==> config.mk <==
export PLATFORM = sky130hd
export DESIGN_NAME = load_store_unit
export DESIGN_NICKNAME = d
export VERILOG_FILES = /design/src/rtl/load_store_unit_pkg.sv /design/src/rtl/lsu_byte_lane.sv /design/src/rtl/load_store_unit.sv
export SDC_FILE = /design/constraint.sdc
export NUM_CORES = 1
export LEC_CHECK = 0
export CORE_MARGIN = 4
export CORE_UTILIZATION = 52
export CTS_BUF_LIST = sky130_fd_sc_hd__clkbuf_4 sky130_fd_sc_hd__clkbuf_8 sky130_fd_sc_hd__clkbuf_16
export DETAILED_ROUTE_END_ITERATION = 16
export PLACE_DENSITY = 0.94
export SLEW_MARGIN = 20
export SYNTH_ARGS = -nofsm -noshare
export SYNTH_HDL_FRONTEND = slang
export SYNTH_SLANG_ARGS = --single-unit
==> constraint.sdc <==
create_clock -name clk -period 4.6 [get_ports clk]
set_input_delay 0.92 -clock clk [delete_from_list [all_inputs] [get_ports clk]]
set_output_delay 0.92 -clock clk [all_outputs]
set_load 0.02 [all_outputs]
==> src/rtl/load_store_unit_pkg.sv <==
// Shared encodings for the load/store unit: access size codes, FSM state
// encodings and the captured request control bundle.
package load_store_unit_pkg;

  localparam logic LSU_SIZE_BYTE = 1'b0;
  localparam logic LSU_SIZE_WORD = 1'b1;

  typedef enum logic [2:0] {
    LSU_IDLE   = 3'd0,
    LSU_LOAD   = 3'd1,
    LSU_STORE  = 3'd2,
    LSU_RMW_RD = 3'd3,
    LSU_RMW_WR = 3'd4,
    LSU_RESP   = 3'd5
  } lsu_state_e;

  typedef struct packed {
    logic write;
    logic size;
    logic sgn;
  } lsu_ctl_t;

endpackage

==> src/rtl/lsu_byte_lane.sv <==
// Combinational byte-lane helper for the load/store unit.
//   word_i  : memory word (read data, or the RMW merge buffer)
//   lane_i  : byte lane select (byte address bit 0; 1 = upper lane)
//   sgn_i   : sign-extend the selected byte on loads
//   byte_i  : byte to insert on stores
//   load_o  : selected byte, zero/sign extended to the word width
//   merge_o : word_i with the selected lane replaced by byte_i
module lsu_byte_lane #(
  parameter int DATA_W = 16
) (
  input  logic [DATA_W-1:0] word_i,
  input  logic              lane_i,
  input  logic              sgn_i,
  input  logic [7:0]        byte_i,
  output logic [DATA_W-1:0] load_o,
  output logic [DATA_W-1:0] merge_o
);

  localparam int NUM_LANES = DATA_W / 8;

  logic [NUM_LANES-1:0][7:0] lanes;
  logic [NUM_LANES-1:0][7:0] merged;
  logic [7:0]                sel;

  assign lanes = word_i;
  assign sel   = lanes[lane_i];

  for (genvar g = 0; g < NUM_LANES; g++) begin : g_lane
    assign merged[g] = (lane_i == 1'(g)) ? byte_i : lanes[g];
  end

  assign load_o  = {{(DATA_W-8){sgn_i & sel[7]}}, sel};
  assign merge_o = merged;

endmodule

==> src/rtl/load_store_unit.sv <==
// Load/store unit: initiator side of the word-organised data memory.
// Accepts one request at a time (req_valid/req_ready), performs a word or
// byte load/store (byte stores via read-modify-write) and returns a
// one-cycle response (resp_valid/resp_rdata/resp_err).
//   clk, rst_n          : clock, async active-low reset
//   req_*               : core request (write, size, signed, addr, wdata)
//   resp_*              : completion pulse, load data, misalignment error
//   mem_read/mem_write  : memory enables (never both high)
//   mem_addr/mem_wdata  : word-aligned byte address, write data
//   mem_rdata           : combinational read data
module load_store_unit
  import load_store_unit_pkg::*;
#(
  parameter int ADDR_W = 9,
  parameter int DATA_W = 16
) (
  input  logic              clk,
  input  logic              rst_n,
  input  logic              req_valid,
  output logic              req_ready,
  input  logic              req_write,
  input  logic              req_size,
  input  logic              req_signed,
  input  logic [ADDR_W-1:0] req_addr,
  input  logic [DATA_W-1:0] req_wdata,
  output logic              resp_valid,
  output logic [DATA_W-1:0] resp_rdata,
  output logic              resp_err,
  output logic              mem_read,
  output logic              mem_write,
  output logic [ADDR_W-1:0] mem_addr,
  output logic [DATA_W-1:0] mem_wdata,
  input  logic [DATA_W-1:0] mem_rdata
);

  lsu_state_e        state_q, state_d;
  lsu_ctl_t          ctl_q;
  logic [ADDR_W-1:0] addr_q;
  logic [DATA_W-1:0] wdata_q, merge_q, rdata_q;
  logic              err_q;

  logic              accept, misalign;
  logic [DATA_W-1:0] lane_word, lane_load, lane_merge;

  assign accept   = req_valid && (state_q == LSU_IDLE);
  assign misalign = (req_size == LSU_SIZE_WORD) && req_addr[0];

  // The lane helper formats read data on loads and merges the store byte
  // into the buffered word during the RMW write phase.
  assign lane_word = (state_q == LSU_RMW_WR) ? merge_q : mem_rdata;

  lsu_byte_lane #(.DATA_W(DATA_W)) u_lane (
    .word_i  (lane_word),
    .lane_i  (addr_q[0]),
    .sgn_i   (ctl_q.sgn),
    .byte_i  (wdata_q[7:0]),
    .load_o  (lane_load),
    .merge_o (lane_merge)
  );

  // State register
  always_ff @(posedge clk or negedge rst_n) begin
    if (!rst_n) state_q <= LSU_IDLE;
    else        state_q <= state_d;
  end

  // Next-state logic
  always_comb begin
    state_d = state_q;
    case (state_q)
      LSU_IDLE: if (req_valid) begin
        if (misalign)                        state_d = LSU_RESP;
        else if (!req_write)                 state_d = LSU_LOAD;
        else if (req_size == LSU_SIZE_WORD)  state_d = LSU_STORE;
        else                                 state_d = LSU_RMW_RD;
      end
      LSU_LOAD, LSU_STORE, LSU_RMW_WR: state_d = LSU_RESP;
      LSU_RMW_RD:                      state_d = LSU_RMW_WR;
      LSU_RESP:                        state_d = LSU_IDLE;
      default:                         state_d = LSU_IDLE;
    endcase
  end

  // Request capture and data registers
  always_ff @(posedge clk or negedge rst_n) begin
    if (!rst_n) begin
      ctl_q   <= '0;
      addr_q  <= '0;
      wdata_q <= '0;
      merge_q <= '0;
      rdata_q <= '0;
      err_q   <= 1'b0;
    end else begin
      if (accept) begin
        ctl_q   <= '{write: req_write, size: req_size, sgn: req_signed};
        addr_q  <= req_addr;
        wdata_q <= req_wdata;
        err_q   <= misalign;
        rdata_q <= '0;   // stores and errors respond with zero data
      end
      if (state_q == LSU_LOAD)
        rdata_q <= (ctl_q.size == LSU_SIZE_WORD) ? mem_rdata : lane_load;
      if (state_q == LSU_RMW_RD)
        merge_q <= mem_rdata;
    end
  end

  // Outputs
  always_comb begin
    req_ready  = (state_q == LSU_IDLE);
    resp_valid = 1'b0;
    resp_rdata = '0;
    resp_err   = 1'b0;
    mem_read   = 1'b0;
    mem_write  = 1'b0;
    mem_addr   = '0;
    mem_wdata  = '0;
    case (state_q)
      LSU_LOAD, LSU_RMW_RD: begin
        mem_read = 1'b1;
        mem_addr = {addr_q[ADDR_W-1:1], 1'b0};
      end
      LSU_STORE: begin
        mem_write = 1'b1;
        mem_addr  = {addr_q[ADDR_W-1:1], 1'b0};
        mem_wdata = wdata_q;
      end
      LSU_RMW_WR: begin
        mem_write = 1'b1;
        mem_addr  = {addr_q[ADDR_W-1:1], 1'b0};
        mem_wdata = lane_merge;
      end
      LSU_RESP: begin
        resp_valid = 1'b1;
        resp_rdata = rdata_q;
        resp_err   = err_q;
      end
      default: ;
    endcase
  end

endmodule

# [Word-level counts from Yosys, hierarchy flattened]
# Index checks and enable logic that the tools add are counted.
[totals] regBits=63 latchBits=0 ram_bits=0 mem_bits_ro=0 input_bits=47 out_inout_bits=46 memories=0
[op_classes] add_sub_neg=0 multipliers=0 div_mod_pow=0 order_cmp=1 n_eq_ne=6 n_shift=0 mux=20 n_bitwise=1 reduce_logical=8
[op_table] op="$mux 16" n=5
[op_table] op="$mux 8" n=4
[op_table] op="$pmux 16 s2" n=1
[op_table] op="$mux 9" n=1
[op_table] op="$pmux 3 s3" n=1
[op_table] op="$eq 3x2->1 const B" n=2
[op_table] op="$eq 3x3->1 const B" n=2
[op_table] op="$mux 3" n=2
[op_table] op="$mux 1" n=5
[op_table] op="$reduce_or 2->1" n=2
[op_table] op="$reduce_or 4->1" n=1
[op_table] op="$eq 3x1->1 const B" n=1
[op_table] op="$logic_not 3->1" n=1
[op_table] op="$reduce_or 3->1" n=1
[op_table] op="$logic_and 1x1->1" n=2
[op_table] op="$lt 1x2->1 const B" n=1
[op_table] op="$mux 2" n=1
[op_table] op="$ne 2x2->1 const B" n=1
[op_table] op="$reduce_bool 2->1" n=1
[op_table] op="$and 1x1->1" n=1

# [Depth between registers and ports, before layout]
# Gate-level depths: netlist (run 1).
[logic_depth] word_depth=7 mapped_depth=6

# [Hierarchy]
# From an unflattened synthesis (run 1), not the netlist that was laid out.
[hier_totals] cells_unflattened=289 hier_area_um2=3664.8
[by_module_without_submodules] module="load_store_unit" n_inst=1 cells_each=254 area_per_inst_um2=3291.9 seq_area_each_um2=1576.5
[by_module_without_submodules] module="lsu_byte_lane" n_inst=1 cells_each=35 area_per_inst_um2=372.9 seq_area_each_um2=0.0

# [Worst setup path before layout (run 1)]
# No wires, ideal clock.
[synth_path] kind="reg2out" startpoint="reg state_q[0]" endpoint="out mem_addr[1]" t_arrival_ns=1.640 setup_slack_ns=2.040 stages_incl_launch_ff=5 n_path_buf=1 cell_sequence="dfrtp_1 buf_6 nor3_1 nor2_1 and2_1"
[synth_via] elab_chain_cells=3 elab_cells_between_ends=6 cone_classes="eq/ne (4); mux (1); reduce/logical (1)"
[synth_rtl] item="from (decl)" line_no="load_store_unit.sv:36" rtl="lsu_state_e state_q, state_d;"
[synth_rtl] item="from (signal assigned)" line_no="load_store_unit.sv:64" rtl="else state_q <= state_d;"
[synth_rtl] item="$eq 3x3->1, or another cell as far along" line_no="load_store_unit.sv:118" rtl="case (state_q)"
[synth_rtl] item="$reduce_or 4->1 (no line) (*)"
[synth_rtl] item="$mux 9 (*)" line_no="load_store_unit.sv:118"
[synth_rtl] item="to (decl)" line_no="load_store_unit.sv:31" rtl="output logic [ADDR_W-1:0] mem_addr,"
# Mark *: on every way between the ends. The rest lies on a longest branch, timed or not.

# [Final worst setup path (run 1)]
[layout_path] startpoint="reg state_q[1]" endpoint="out mem_wdata[14]"
[layout_via] elab_chain_cells=4 elab_cells_between_ends=5 cone_classes="eq/ne (2); mux (3)"
[layout_rtl] item="$eq 3x3->1" line_no="load_store_unit.sv:50, load_store_unit.sv:118"
[layout_rtl] item="$mux 16" line_no="load_store_unit.sv:50" rtl="assign lane_word = (state_q == LSU_RMW_WR) ? merge_q : mem_rdata;"
[layout_rtl] item="$mux 8" line_no="lsu_byte_lane.sv:29" rtl="assign merged[g] = (lane_i == 1'(g)) ? byte_i : lanes[g];"
[layout_rtl] item="$pmux 16 s2 (*)" line_no="load_store_unit.sv:118"
[layout_rtl] item="to (decl)" line_no="load_store_unit.sv:32" rtl="output logic [DATA_W-1:0] mem_wdata,"
# Marks and branches as above.

==> metrics.yaml, run 1 <==
run_status:
  status: "complete, no violations"
clock_tree:
  cts_tree: "yes"
  cts.sinks: 63
  root_buffer: "clkbuf_8"
  clk_pin_slew_ps: 60
  post-cts-setup-buffers: 0
  clk_path_buf_depth: 2
  postCtsResizedCells: 0
  cts_hold_buf: 0
  cts_buffers: 9
  h-tree-depth: 3
  clkLatencyLatePin_ps: 340
floorplanning:
  ios: 93
  start_util_pct: 54.1
  fp.dieH_um: 89.8
  dieArea_sq_mm: 0.00806
  rows: 29
  core_area_sq_mm: 0.00642
  die_w_um: 89.8
final_layout:
  drive_gt1_share_pct: 19.3
  layout_commonest_cell: "clkdlybuf4s50_1"
  areaGrowthSynthToFinish_pct: 30.5
  most-common-layout-cells: "90 x clkdlybuf4s50_1, 63 x dfrtp_1, 30 x mux2_4"
  fillers: 446
  n_antenna_cell: 0
  fin_nets: 422
timing:
  hold_viol: 0
  setup_viol: 0
  slew_headroom_pct: 50.1
  fin_crit_ps: 3760
  rsz0062_at_grt: "no"
  tightest_slew_ps: 743
  drv_slew: 0
  setup_ws_ps: 841
  fmax_ghz: 0.266
  finClkSkew_ps: 10.1
  fin_crit_sh_pct: 81.7
  finalSetupTns_ps: 0
logic_synthesis:
  ys_seq_elements: 63
  syn_area_per_cell_sq_um: 12.0
  yosysUniqueCellTypes: 39
  ys_seq_area_share_pct: 45.4
  syn_inst: 290
  syn-cell-area_sq_mm: 0.00348
  synth_nets: 337
  yosys_warnings: 0
worst_hold_path:
  hold_path.class: "reg -> reg"
worst_setup_path:
  cpMaxStageDelayCell: "dfrtp_1"
  endpoint_kind: "output port"
  crit_fanout: 10
  crit_chain: "nor2b_4, nor2b_1, o2bb2ai_1, clkdlybuf4s50_1"
  crit_arrival_ps: 2840
  cp_data_required_time_ps: 3680
  worstSetupStartpointType: "flip-flop"
  timing_worst_setup_path_type: "reg -> out"
  cp_slowest_stage_delay_ps: 630
  crit_buf_inv: 1
  path_delay_family: "simple AND/OR/NAND/NOR gates"
place:
  place_ws_ps: 1210
  place.port_buffers: 91
  hpwl_mm: 6.56
  gp_congestion: 0.844
global_route:
  overflow: 0
  grt_pass1_vias: 2961
  track_usage_pct: 23.1
  grt_pass1_wl_mm: 14.9
  grt_start_max_net_pins: 35
  grt_antenna_before_repair: 0
job:
  maxCapViolCount: 0
routing:
  wire_per_inst_um: 20.0
  drt_iter0_drc: 223
  ant_nets: 0
  drtPass1Iterations: 5
  num_vias: 2778
  routed_wirelength_mm: 9.12
  routed_via_density: 6.09
  drc: 0
pwr:
  power_w: 0.00320
  power_density_mw_per_mm2: 705
  peakVddDrop_mv: 0.411
  p_leak_nw: 1.97
[where the power goes]
part           total (W)  switching (W)  internal [W]  leakage (nW)
Clock           0.000456       0.000201      0.000256         0.100
Combinational    0.00166       0.000790      0.000867          1.11
Sequential       0.00108       0.000266      0.000819         0.763
[cells in the mapped netlist, drive strengths merged]
cell     instances  share of area (%)
maj3             1               0.29
conb             1               0.11
a21oi            1               0.14
mux2i            9                2.6
nor2b            4               0.94
and3            18                3.2
mux2            50                 19
nand2b           8                1.4
a22oi            8                1.7
or3b             1               0.25
o32ai            6                1.5
nor3             7                1.0
o221ai           3               0.76
nor4             6                1.1
nor4b            1               0.68
o21a             2               0.43
a22o             8                2.0
buf             18                4.5
o21ai           13                1.9
nand2           12                1.5
o2bb2ai          8                2.0
nor3b            2                1.1
o311ai           3               0.76
a32o             2               0.58
and2             9                1.6
inv              8               0.86
nand3            2               0.43
dfrtp           63                 45
nor2            10                1.1
clkbuf           5               0.54
or3              1               0.18
[final cells by class]
type,count,area (sq um),share of cell area (%)
Inverter,8,30.0,0.662
Sequential cell,63,1580,34.7
Tap cell,77,96.3,2.12
Clock buffer,15,188,4.14
Multi-Input combinational cell,196,1700,37.4
Timing Repair Buffer,97,951,21.0
[cells by family after synthesis]
family,Yosys count,synth area share (%)
simple gates,81,14.5
flops,63,45.4
mux,59,22.0
compound gates,54,11.8
buf+inv,31,5.87
fa+ha+maj,1,0.288
other cells,1,0.108
[per-stage QoR]
stage / util [%] / instance area, sq um / hold WS (ps) / std cells
2_1_floorplan: - / 3480 / 449 / 290
3_3_place_gp: 67.7 / 4350 / 458 / 441
3_5_place_dp: 67.7 / 4350 / 475 / 441
4_1_cts: 70.6 / 4540 / 490 / 456
5_1_grt: 70.6 / 4540 / 502 / 456
6_report: 70.6 / 4540 / 487 / 456
[worst paths after layout]
path	slack (ps)	endpoint	cells past startpoint	startpoint
min	490	wdata_q[15]	1	wdata_q[15]
max reg2reg	2250	rdata_q[6]	4	state_q[0]
min reg2reg	490	wdata_q[15]	1	wdata_q[15]
max in group asynchronous	3050	ctl_q[0]	2	rst_n
max	840	mem_wdata[14]	4	state_q[1]
min in group asynchronous	630	wdata_q[12]	1	rst_n
[routing by layer]
layer	global-route usage, %	wire length [um]	share of wire, %
met1	28.1	3620	40
met2	37.3	4460	49
met3	5.84	663	7.3
met4	13.2	370	4.1
met5	0	0	0
[sequential cells by signal (all words and copies together), names as in the netlist]
register,cells
rdata_q,16
merge_q,16
wdata_q,16
err_q,1
state_q,3
addr_q,9
ctl_q,2
Note: power is estimated with default switching activity, not from simulation.
==> run 2: changes to the inputs <==
- CORE_UTILIZATION: 52 -> 44
- PLACE_DENSITY: 0.94 -> 0.86
- clock period: 4.6 -> 3.1 ns (I/O delays scaled with it)
==> run 2 against run 1 <==
  * Die area up 17%
  * Hold slack worse by 160 ps
  * Cell area grew 2.5%
  * Wire length grew 4.4%
  * Largest power group unchanged
  * Critical endpoint is now mem_wdata[8]
  * Sequential power increased by 44%
  * Critical path depth decreased by 1
  * Worst setup slack got worse by 750 ps
==> metrics.yaml, run 2 (synthesized netlist as in run 1, its figures left out) <==
final_layout:
  layout_commonest_cell: "clkdlybuf4s50_1"  # unchanged
  n_antenna_cell: 0  # unchanged
  areaGrowthSynthToFinish_pct: 33.8  # was 30.5%
  fin_nets: 428  # was 422
  reg_top3: "merge_q x16, rdata_q x16, wdata_q x16"  # unchanged
  fin_area_sq_mm: 0.00465  # was 0.00454 sq mm
  most-common-layout-cells: "90 x clkdlybuf4s50_1, 63 x dfrtp_1, 30 x mux2_4"  # unchanged
  drive_gt1_share_pct: 21.0  # was 19.3%
run_status:
  status: "complete, no violations"  # unchanged
floorplanning:
  rows: 32  # was 29
  fp.dieH_um: 96.9  # was 89.8 um
  core_area_sq_mm: 0.00769  # was 0.00642 sq mm
  dieArea_sq_mm: 0.00939  # was 0.00806 sq mm
  ios: 93  # unchanged
  start_util_pct: 45.2  # was 54.1%
  die_w_um: 96.9  # was 89.8 um
routing:
  num_vias: 2821  # was 2778
  wire_per_inst_um: 19.5  # was 20.0 um
  ant_nets: 0  # unchanged
  routed_wirelength_mm: 9.52  # was 9.12 mm
  routed_via_density: 5.78  # was 6.09
  drtPass1Iterations: 4  # was 5
  drt_iter0_drc: 215  # was 223
  drc: 0  # unchanged
timing:
  hold_viol: 0  # unchanged
  fmax_ghz: 0.332
  finalSetupTns_ps: 0  # unchanged
  fin_crit_sh_pct: 97.2
  slew_headroom_pct: 50.5  # was 50.1%
  rsz0062_at_grt: "no"  # unchanged
  tightest_slew_ps: 737  # was 743 ps
  setup_viol: 0  # unchanged
  fin_crit_ps: 3010
  drv_slew: 0  # unchanged
  finClkSkew_ps: 5.55  # was 10.1 ps
global_route:
  grt_start_max_net_pins: 36  # was 35
  overflow: 0  # unchanged
  grt_pass1_wl_mm: 15.4  # was 14.9 mm
  track_usage_pct: 20.5  # was 23.1%
  grt_pass1_vias: 3017  # was 2961
  grt_antenna_before_repair: 0  # unchanged
clock_tree:
  clkLatencyLatePin_ps: 340  # about the same
  cts_hold_buf: 0  # unchanged
  cts_tree: "yes"  # unchanged
  clk_pin_slew_ps: 60  # about the same
  root_buffer: "clkbuf_8"  # unchanged
  cts_buffers: 9  # unchanged
  clk_path_buf_depth: 2  # unchanged
  h-tree-depth: 3  # unchanged
  cts.sinks: 63  # unchanged
worst_setup_path:
  timing_worst_setup_path_type: "reg -> out"  # unchanged
  cpMaxStageDelayCell: "or3b_2"  # was dfrtp_1
  cp_slowest_stage_delay_ps: 700  # was 630 ps
  crit_chain: "or3b_2, o2bb2ai_1, clkdlybuf4s50_1"  # was nor2b_4, nor2b_1, o2bb2ai_1, clkdlybuf4s50_1
  worstSetupStartpointType: "flip-flop"  # unchanged
  crit_fanout: 16  # was 10
  cp_data_required_time_ps: 2480  # was 3680 ps
  crit_arrival_ps: 2390  # was 2840 ps
  reg2reg_depth: 4  # unchanged
  endpoint_kind: "output port"  # unchanged
place:
  gp_congestion: 0.868  # was 0.844
  place.port_buffers: 91  # unchanged
  placed_area_sq_mm: 0.00444  # was 0.00435 sq mm
  hpwl_mm: 6.87  # was 6.56 mm
pwr:
  peakVddDrop_mv: 0.552  # was 0.411 mV
  p_leak_nw: 2.02  # was 1.97 nW
  power_density_mw_per_mm2: 1050  # was 705 mW/mm^2
worst_hold_path:
  hold_path.class: "in -> async"  # was reg -> reg
job:
  maxCapViolCount: 0  # unchanged
[run 2: cell types whose count changed in the layout (fill, tap and decap cells not counted)]
cell / delta
clkbuf_4: -2
bufinv_16: +1
or3b_1: -1
clkinv_2: +2
or3b_2: +1
buf_4: +5
buf_12: +1
[run 2: layout make-up]
cell class                      instances  area (sq um)
Fill cell                             610          3040
Multi-Input combinational cell        196          1700
Sequential cell                        63          1580
Timing Repair Buffer                  103          1010
Clock buffer                           13           173
Tap cell                              102           128
Clock inverter                          3          40.0
Inverter                                8          30.0
[run 2: metal layers]
metal / global-route usage, % / share of wire [%] / vias to the layer above
li1: - / - / 1253
met1: 25.0 / 40 / 1384
met2: 33.8 / 49 / 145
met3: 4.90 / 7.0 / 39
met4: 10.3 / 3.6 / 0
met5: 0 / 0 / -
[run 2: path summary, 6_finish.rpt]
check / from / to / slack, ps
max reg2reg: state_q[0] / rdata_q[4] / 880
min reg2reg: ctl_q[0] / ctl_q[0] / 490
max in group asynchronous: rst_n / rdata_q[2] / 2150
min: rst_n / wdata_q[14] / 320
min in group clk: ctl_q[0] / ctl_q[0] / 490
max: state_q[0] / mem_wdata[8] / 90
[run 2: power breakdown]
group | switching, W | internal [W]
registers | 0.000345 | 0.00122
logic | 0.00123 | 0.00132
clock network | 0.000310 | 0.000444
[run 2: repair_timing]
action	4_1_cts	5_1_grt
setup buffers	0	0
endpoints found under the setup margin	0	4
gates resized for setup	0	1
[run 2: stage by stage]
| step | power, W | util [%] | std cells | hold WS (ps) | worst slack [ps] |
|---|---|---|---|---|---|
| floorplan | 0.00321 | - | 290 | 324 | 840 |
| global placement | 0.00398 | 57.7 | 472 | 458 | 518 |
| detailed placement | 0.00409 | 57.7 | 472 | 479 | 409 |
| CTS | 0.00487 | 60.5 | 488 | 329 | 41.1 |
| global route | 0.00514 | 60.5 | 488 | 365 | 28.8 |
| finish | 0.00486 | 60.5 | 488 | 323 | 87.4 |
[run 2: critical path: cells and delay by family (launching register included)]
family | cells | cell delay (ps)
compound gates | 1 | 250
simple gates | 1 | 700
flops | 1 | 450
buf+inv | 1 | 650
